[src/rtl/framebuffer_streamer_pkg.sv]
// Shared definitions for the OLED framebuffer reader and writer: panel geometry,
// FSM state encodings and the prefetch occupancy helper.
package framebuffer_streamer_pkg;

    localparam int OLED_WIDTH     = 128;
    localparam int OLED_PAGES     = 8;
    localparam int FB_FRAME_BYTES = OLED_WIDTH * OLED_PAGES;

    typedef enum logic [1:0] {
        ST_IDLE  = 2'd0,
        ST_RUN   = 2'd1,
        ST_FLUSH = 2'd2,
        ST_DONE  = 2'd3
    } fb_state_e;

    // Bytes held or owed to the stream once this cycle's handshake has retired one.
    function automatic logic [1:0] pipe_occupancy(input logic [1:0] occ,
                                                  input logic       hs,
                                                  input logic       in_flight);
        pipe_occupancy = occ + {1'b0, in_flight} - {1'b0, hs};
    endfunction

endpackage

[src/rtl/framebuffer_streamer_skid.sv]
// fb_skid_buffer: two-entry valid/ready buffer (output register plus one skid entry)
// that absorbs the BRAM read in flight when the sink stalls.
module fb_skid_buffer #(
    parameter int DATA_WIDTH = 8
) (
    input  logic                  clk,
    input  logic                  rst_n,
    input  logic                  flush,
    input  logic                  in_valid,
    input  logic [DATA_WIDTH-1:0] in_data,
    input  logic                  in_last,
    output logic                  out_valid,
    output logic [DATA_WIDTH-1:0] out_data,
    output logic                  out_last,
    input  logic                  out_ready,
    output logic [1:0]            occupancy
);

    logic                  out_valid_r, out_valid_nx_s;
    logic [DATA_WIDTH-1:0] out_data_r,  out_data_nx_s;
    logic                  out_last_r,  out_last_nx_s;
    logic                  skid_valid_r, skid_valid_nx_s;
    logic [DATA_WIDTH-1:0] skid_data_r,  skid_data_nx_s;
    logic                  skid_last_r,  skid_last_nx_s;
    logic                  hs_s;

    assign hs_s = out_valid_r & out_ready;

    // Next-state for the output register and skid entry; the skid always drains first
    always_comb begin
        out_valid_nx_s  = out_valid_r;
        out_data_nx_s   = out_data_r;
        out_last_nx_s   = out_last_r;
        skid_valid_nx_s = skid_valid_r;
        skid_data_nx_s  = skid_data_r;
        skid_last_nx_s  = skid_last_r;
        if (flush) begin
            out_valid_nx_s  = 1'b0;
            skid_valid_nx_s = 1'b0;
        end else if (!out_valid_r || hs_s) begin
            if (skid_valid_r) begin
                out_valid_nx_s  = 1'b1;
                out_data_nx_s   = skid_data_r;
                out_last_nx_s   = skid_last_r;
                skid_valid_nx_s = in_valid;
                skid_data_nx_s  = in_valid ? in_data : skid_data_r;
                skid_last_nx_s  = in_valid ? in_last : skid_last_r;
            end else begin
                out_valid_nx_s  = in_valid;
                out_data_nx_s   = in_valid ? in_data : out_data_r;
                out_last_nx_s   = in_valid ? in_last : out_last_r;
            end
        end else begin
            skid_valid_nx_s = skid_valid_r | in_valid;
            skid_data_nx_s  = in_valid ? in_data : skid_data_r;
            skid_last_nx_s  = in_valid ? in_last : skid_last_r;
        end
    end

    // Buffer state registers
    always_ff @(posedge clk or negedge rst_n) begin
        if (!rst_n) begin
            out_valid_r  <= 1'b0;
            out_data_r   <= {DATA_WIDTH{1'b0}};
            out_last_r   <= 1'b0;
            skid_valid_r <= 1'b0;
            skid_data_r  <= {DATA_WIDTH{1'b0}};
            skid_last_r  <= 1'b0;
        end else begin
            out_valid_r  <= out_valid_nx_s;
            out_data_r   <= out_data_nx_s;
            out_last_r   <= out_last_nx_s;
            skid_valid_r <= skid_valid_nx_s;
            skid_data_r  <= skid_data_nx_s;
            skid_last_r  <= skid_last_nx_s;
        end
    end

    assign out_valid = out_valid_r;
    assign out_data  = out_data_r;
    assign out_last  = out_last_r;
    assign occupancy = {1'b0, out_valid_r} + {1'b0, skid_valid_r};

endmodule

[src/rtl/framebuffer_streamer.sv]
// Scans one framebuffer frame out of BRAM port B as a valid/ready byte stream.
// Optional FB_STREAMER_DOUBLE_BUFFER_EN adds swap_req/disp_bank bank flipping.
module framebuffer_streamer
    import framebuffer_streamer_pkg::*;
#(
    parameter int ADDR_WIDTH  = 11,
    parameter int DATA_WIDTH  = 8,
    parameter int FRAME_BYTES = 1024,
    parameter int BASE_ADDR   = 0
) (
    input  logic                  clk,
    input  logic                  rst_n,
    input  logic                  start,
    input  logic                  abort,
    output logic                  busy,
    output logic                  done,
    output logic [ADDR_WIDTH-1:0] mem_addr,
    input  logic [DATA_WIDTH-1:0] mem_rd_data,
    output logic [DATA_WIDTH-1:0] tx_data,
    output logic                  tx_valid,
    input  logic                  tx_ready,
    output logic                  tx_last
`ifdef FB_STREAMER_DOUBLE_BUFFER_EN
    ,
    input  logic                  swap_req,
    output logic                  disp_bank
`endif
);

    localparam int                    CNT_W       = $clog2(FRAME_BYTES + 1);
    localparam logic [ADDR_WIDTH-1:0] BASE_A      = ADDR_WIDTH'(BASE_ADDR);
    localparam logic [ADDR_WIDTH-1:0] BANK_STRIDE = ADDR_WIDTH'(FRAME_BYTES);
    localparam logic [ADDR_WIDTH-1:0] ADDR_ZERO   = {ADDR_WIDTH{1'b0}};
    localparam logic [CNT_W-1:0]      LAST_IDX    = CNT_W'(FRAME_BYTES - 1);
    localparam logic [CNT_W-1:0]      FRAME_CNT   = CNT_W'(FRAME_BYTES);

    fb_state_e             state_r, state_nx_s;
    logic [ADDR_WIDTH-1:0] addr_r, addr_nx_s;
    logic [CNT_W-1:0]      cnt_r, cnt_nx_s;
    logic                  in_flight_r, in_flight_nx_s;
    logic                  in_flight_last_r, in_flight_last_nx_s;
    logic                  busy_r, busy_nx_s;
    logic                  done_r, done_nx_s;
    logic [1:0]            occ_s;
    logic                  hs_s, flush_s, issue_s, start_acc_s;
    logic                  bank_s, swap_pend_s;
    logic [ADDR_WIDTH-1:0] base_cur_s, base_next_s;

    assign hs_s        = tx_valid & tx_ready;
    assign start_acc_s = (state_r == ST_IDLE) && start && !abort;
    assign flush_s     = abort && ((state_r == ST_RUN) || (state_r == ST_FLUSH));
    assign issue_s     = (state_r == ST_RUN) && !abort && (cnt_r != FRAME_CNT) &&
                         (pipe_occupancy(occ_s, hs_s, in_flight_r) < 2'd2);

`ifdef FB_STREAMER_DOUBLE_BUFFER_EN
    logic bank_r, swap_pend_r;

    // Display bank and pending swap; the bank flips only when a new frame is accepted
    always_ff @(posedge clk or negedge rst_n) begin
        if (!rst_n) begin
            bank_r      <= 1'b0;
            swap_pend_r <= 1'b0;
        end else if (start_acc_s) begin
            bank_r      <= bank_r ^ swap_pend_r;
            swap_pend_r <= swap_req;
        end else begin
            swap_pend_r <= swap_pend_r | swap_req;
        end
    end

    assign bank_s      = bank_r;
    assign swap_pend_s = swap_pend_r;
    assign disp_bank   = bank_r;
`else
    assign bank_s      = 1'b0;
    assign swap_pend_s = 1'b0;
`endif

    assign base_cur_s  = BASE_A + (bank_s ? BANK_STRIDE : ADDR_ZERO);
    assign base_next_s = BASE_A + ((bank_s ^ swap_pend_s) ? BANK_STRIDE : ADDR_ZERO);

    // Frame FSM with read address/issue counter and status next-state
    always_comb begin
        state_nx_s          = state_r;
        addr_nx_s           = addr_r;
        cnt_nx_s            = cnt_r;
        in_flight_nx_s      = issue_s;
        in_flight_last_nx_s = issue_s && (cnt_r == LAST_IDX);
        busy_nx_s           = busy_r;
        done_nx_s           = 1'b0;
        case (state_r)
            ST_IDLE: begin
                cnt_nx_s = {CNT_W{1'b0}};
                if (start_acc_s) begin
                    state_nx_s = ST_RUN;
                    addr_nx_s  = base_next_s;
                    busy_nx_s  = 1'b1;
                end else begin
                    addr_nx_s  = base_cur_s;
                    busy_nx_s  = 1'b0;
                end
            end
            ST_RUN: begin
                if (abort) begin
                    state_nx_s = ST_IDLE;
                    addr_nx_s  = base_cur_s;
                    cnt_nx_s   = {CNT_W{1'b0}};
                    busy_nx_s  = 1'b0;
                end else if (issue_s) begin
                    addr_nx_s  = addr_r + ADDR_WIDTH'(1);
                    cnt_nx_s   = cnt_r + CNT_W'(1);
                    state_nx_s = (cnt_r == LAST_IDX) ? ST_FLUSH : ST_RUN;
                end else begin
                    state_nx_s = ST_RUN;
                end
            end
            ST_FLUSH: begin
                if (abort) begin
                    state_nx_s = ST_IDLE;
                    addr_nx_s  = base_cur_s;
                    cnt_nx_s   = {CNT_W{1'b0}};
                    busy_nx_s  = 1'b0;
                end else if (hs_s && tx_last) begin
                    state_nx_s = ST_DONE;
                    done_nx_s  = 1'b1;
                end else begin
                    state_nx_s = ST_FLUSH;
                end
            end
            ST_DONE: begin
                state_nx_s = ST_IDLE;
                addr_nx_s  = base_cur_s;
                cnt_nx_s   = {CNT_W{1'b0}};
                busy_nx_s  = 1'b0;
            end
            default: begin
                state_nx_s = ST_IDLE;
                addr_nx_s  = base_cur_s;
                cnt_nx_s   = {CNT_W{1'b0}};
                busy_nx_s  = 1'b0;
            end
        endcase
    end

    // FSM, counter and status registers
    always_ff @(posedge clk or negedge rst_n) begin
        if (!rst_n) begin
            state_r          <= ST_IDLE;
            addr_r           <= BASE_A;
            cnt_r            <= {CNT_W{1'b0}};
            in_flight_r      <= 1'b0;
            in_flight_last_r <= 1'b0;
            busy_r           <= 1'b0;
            done_r           <= 1'b0;
        end else begin
            state_r          <= state_nx_s;
            addr_r           <= addr_nx_s;
            cnt_r            <= cnt_nx_s;
            in_flight_r      <= in_flight_nx_s;
            in_flight_last_r <= in_flight_last_nx_s;
            busy_r           <= busy_nx_s;
            done_r           <= done_nx_s;
        end
    end

    // Read data returns one clock after issue; an abort discards it via the flush
    fb_skid_buffer #(.DATA_WIDTH(DATA_WIDTH)) u_skid (
        .clk       (clk),
        .rst_n     (rst_n),
        .flush     (flush_s),
        .in_valid  (in_flight_r),
        .in_data   (mem_rd_data),
        .in_last   (in_flight_last_r),
        .out_valid (tx_valid),
        .out_data  (tx_data),
        .out_last  (tx_last),
        .out_ready (tx_ready),
        .occupancy (occ_s)
    );

    assign mem_addr = addr_r;
    assign busy     = busy_r;
    assign done     = done_r;

endmodule

[config.mk]
export PLATFORM = sky130hd
export DESIGN_NAME = framebuffer_streamer
export DESIGN_NICKNAME = d
export VERILOG_FILES = /design/src/rtl/framebuffer_streamer_pkg.sv /design/src/rtl/framebuffer_streamer_skid.sv /design/src/rtl/framebuffer_streamer.sv
export SDC_FILE = /design/constraint.sdc
export NUM_CORES = 1
export LEC_CHECK = 0
export CORE_MARGIN = 3
export CORE_UTILIZATION = 30
export CTS_CLUSTER_SIZE = 10
export DETAILED_ROUTE_END_ITERATION = 16
export PLACE_DENSITY = 0.53
export RECOVER_POWER = 100
export SETUP_SLACK_MARGIN = 0.1
export SLEW_MARGIN = 20
export SYNTH_ARGS = -nofsm -noshare
export SYNTH_HDL_FRONTEND = slang
export SYNTH_SLANG_ARGS = --single-unit
[constraint.sdc]
create_clock -name clk -period 7.6 [get_ports clk]
set_input_delay 1.52 -clock clk [delete_from_list [all_inputs] [get_ports clk]]
set_output_delay 1.52 -clock clk [all_outputs]
set_load 0.01 [all_outputs]
==> metrics.txt <==
status=complete, but fails checks; violated checks=max-capacitance violations, max-slew violations; Worst IR Drop VDD=0.113 mV; clock tree buffer depth=2; Critical Path Max Stage Delay=710 ps; sequential-to-total area share from yosys stat=44.9%; R2R Path End=mem_addr[8]; CP Capture Type=flop; most common cell after layout, fill and taps aside=dfrtp_1; yosys warns=0; Synth Area in Compound Gates=20.0%; CP Data Required Time=7780 ps; Routed WL=5.88 mm; Port-buffer cells=35; area grow syn2layout=16.0%; setup_tns=0 ps; sw power=0.000295 W; Std-Cell Rows=33; unrepaired setup endpoints after global routing=no; largest family of logic cells by synthesized area=compound AO/OA/AOI/OAI gates; Main synth FF type=dfrtp_1; DIE AREA=10100 um2; Comb power frac=37.5%; # nets final=304; Rel. slew slack=-74.9%; switching share of power=36.2%; clock slew at reported path FFs=90 ps; synthesized flop and latch total=48; Mapped Nets=278; Ant. Diodes=0; final setup violation count=0; Synth Area in Simple Gates=15.6%; starting DRC count in detailed routing=127; total power=0.000814 W; Worst-Skew Late Latency=310 ps; fin crit period=4270 ps; DR pass1 iterations=4; Pwr Density=262 nW/um2; Seq. cell area=1200 um2; DRC violations left=0; initial antenna violation count=0; Worst Path Max Fanout=24; Max Slew Vio Count=68; first-pass GRT wire length=10.2 mm; post-synthesis adder-cell area fraction=4.67%; fillers=880; EDFF count, synth=0; Final Skew=5.15 ps; Post-synth ARST share=100%; largest net degree at the start of global routing=49; R2R setup slack=4370 ps; TritonCTS buffer count=5; FF-to-FF Start=u_skid.skid_valid_r; Mapped Avg Cell Area=10.5 um2; area of the multi-input gates=1310 um2; Die Span X=100 um; H-tree depth=2; reg2reg path depth=8; CTS sink count=48; Detail Placement HPWL=3.81 mm; routability cong.=0.772; Hold Path Class=flop to flop; Synth Instances=255; delay-heaviest family, CP=compound AO/OA/AOI/OAI gates; Worst Path Buf+Inv=2; CP Launch Type=primary input; Vias=2030; vias in the first global route=2005; routed len/inst=15.2 um; Post-Route Utilization=36.9%; most frequent cells in the layout=48 x dfrtp_1, 26 x o31ai_1, 25 x dlygate4sd3_1; Critical Path AT=4450 ps; post-CTS setup repair buffer count=0; CTS tree=built; die height=100 um; Antenna Nets Post-Route=0; max_cap viols=2; Synth Area in XOR/XNOR=0.327%; synthesized area=2680 um2; initial core utilization=31.8%; GRT Overall Usage=12.5%; Leakage=1.38 nW; Hold Vio Cnt, Final=0; via/cell ratio=5.26; Hold-fix buffers, CTS=0; mux share of post-synthesis cell area=8.97%; Final Cycle Share=56.1%; Core Region=8420 um2; CP Launch Point=tx_ready; Post-CTS Resized=0; io pins=36; P_int=0.000519 W; Setup CP Type=primary input to flop; CP most frequent cell=ha_1; Clock Tree Root=clkbuf_8; sequential fraction of design power=43.9%; Slowest-stage cell, CP=mux2_1; gr ovfl total=0; Yosys cell types=46; Worst path depth=9; Fmax=234 MHz; CP endpoint=mem_addr[8]; Worst-Margin Slew=2620 ps; layout cell share with drive strength beyond 1=9.25%; clock network fraction of total power=18.6%; CP cell instances=dlygate4sd3_1, and2_0, ha_1, inv_1, ha_1, a21oi_1, mux2_1, o31ai_1, o31ai_2
-- flip-flops by register name, indices dropped and copies added, names as in the netlist --
name                 flops
done                     1
in_flight_r              1
cnt_r                   11
busy                     1
u_skid.out_valid         1
u_skid.out_data          8
u_skid.out_last          1
in_flight_last_r         1
u_skid.skid_last_r       1
mem_addr                11
state_r                  2
u_skid.skid_valid_r      1
u_skid.skid_data_r       8
-- stage by stage --
step | cell area [um2] | instances | setup WS [ps] | hold slack (ps)
floorplan | 2680 | 255 | 4150 | 458
global placement | 3050 | 379 | 3520 | 480
detailed placement | 3050 | 379 | 3430 | 485
CTS | 3130 | 386 | 3760 | 497
global route | 3110 | 386 | 3110 | 517
finish | 3110 | 386 | 3330 | 487
-- power by group through the flow --
stage | Combinational [W] | Sequential [W] | Clock (W)
finish | 0.000305 | 0.000358 | 0.000151
global route | 0.000342 | 0.000369 | 0.000166
CTS | 0.000328 | 0.000362 | 0.000158
detailed placement | 0.000326 | 0.000368 | 0
global placement | 0.000323 | 0.000366 | 0
floorplan | 0.000210 | 0.000369 | 0
-- worst min path at each step --
| stage | from | endpoint | slack, ps | cells after the start |
|---|---|---|---|---|
| global placement | mem_addr[10] | mem_addr[10] | 480 | 1 |
| global route | mem_addr[10] | mem_addr[10] | 520 | 1 |
| floorplan | cnt_r[10] | cnt_r[10] | 460 | 1 |
| CTS | mem_addr[10] | mem_addr[10] | 500 | 1 |
| finish | mem_addr[10] | mem_addr[10] | 490 | 1 |
| detailed placement | mem_addr[10] | mem_addr[10] | 490 | 1 |
-- metal layers --
metal	wire length [um]	GRT usage, %	up-vias
met4	87	5.08	0
met3	142	1.87	9
li1	-	-	1005
met1	2970	17.9	984
met2	2670	18.7	32
met5	0	0	-
-- cell type report --
class                           count  area share, %
Sequential cell                    48           38.7
Tap cell                          105           4.23
Clock inverter                      2          0.403
Clock buffer                        5           2.22
Multi-Input combinational cell    180           42.0
Timing Repair Buffer               36           11.2
Inverter                           10           1.21
-- cell usage after synthesis (2+ instances only) --
cell type / number / area share, %
o31ai_1: 25 / 7.0
a31oi_1: 9 / 2.1
o21ai_1: 7 / 1.3
clkbuf_1: 5 / 0.70
nand2b_1: 4 / 0.93
nand3_1: 8 / 1.5
buf_2: 5 / 0.93
a41oi_1: 4 / 1.3
and4_1: 2 / 0.65
o41ai_1: 4 / 1.3
nor4_2: 2 / 0.93
and2_1: 6 / 1.4
nor2b_1: 4 / 0.93
mux2i_1: 9 / 3.4
nand4_1: 6 / 1.4
buf_6: 5 / 2.1
o21ai_0: 6 / 1.1
ha_1: 10 / 4.7
inv_1: 10 / 1.4
nor2_1: 17 / 2.4
and3_1: 7 / 1.6
nand2_1: 9 / 1.3
o31ai_2: 2 / 0.93
mux2_2: 10 / 4.2
a21oi_1: 11 / 2.1
dfrtp_1: 48 / 45
-- cell families (layout without fill, tap and decap cells) --
logic type               after synthesis  after routing
AND/OR/NAND/NOR                       72             72
buffers and inverters                 27             53
XOR/XNOR                               1              1
AO/OA/AOI/OAI                         76             76
flip-flops                            48             48
multiplexers                          21             21
adder cells (fa/ha/maj)               10             10
Power figures use the tool's default switching activity.
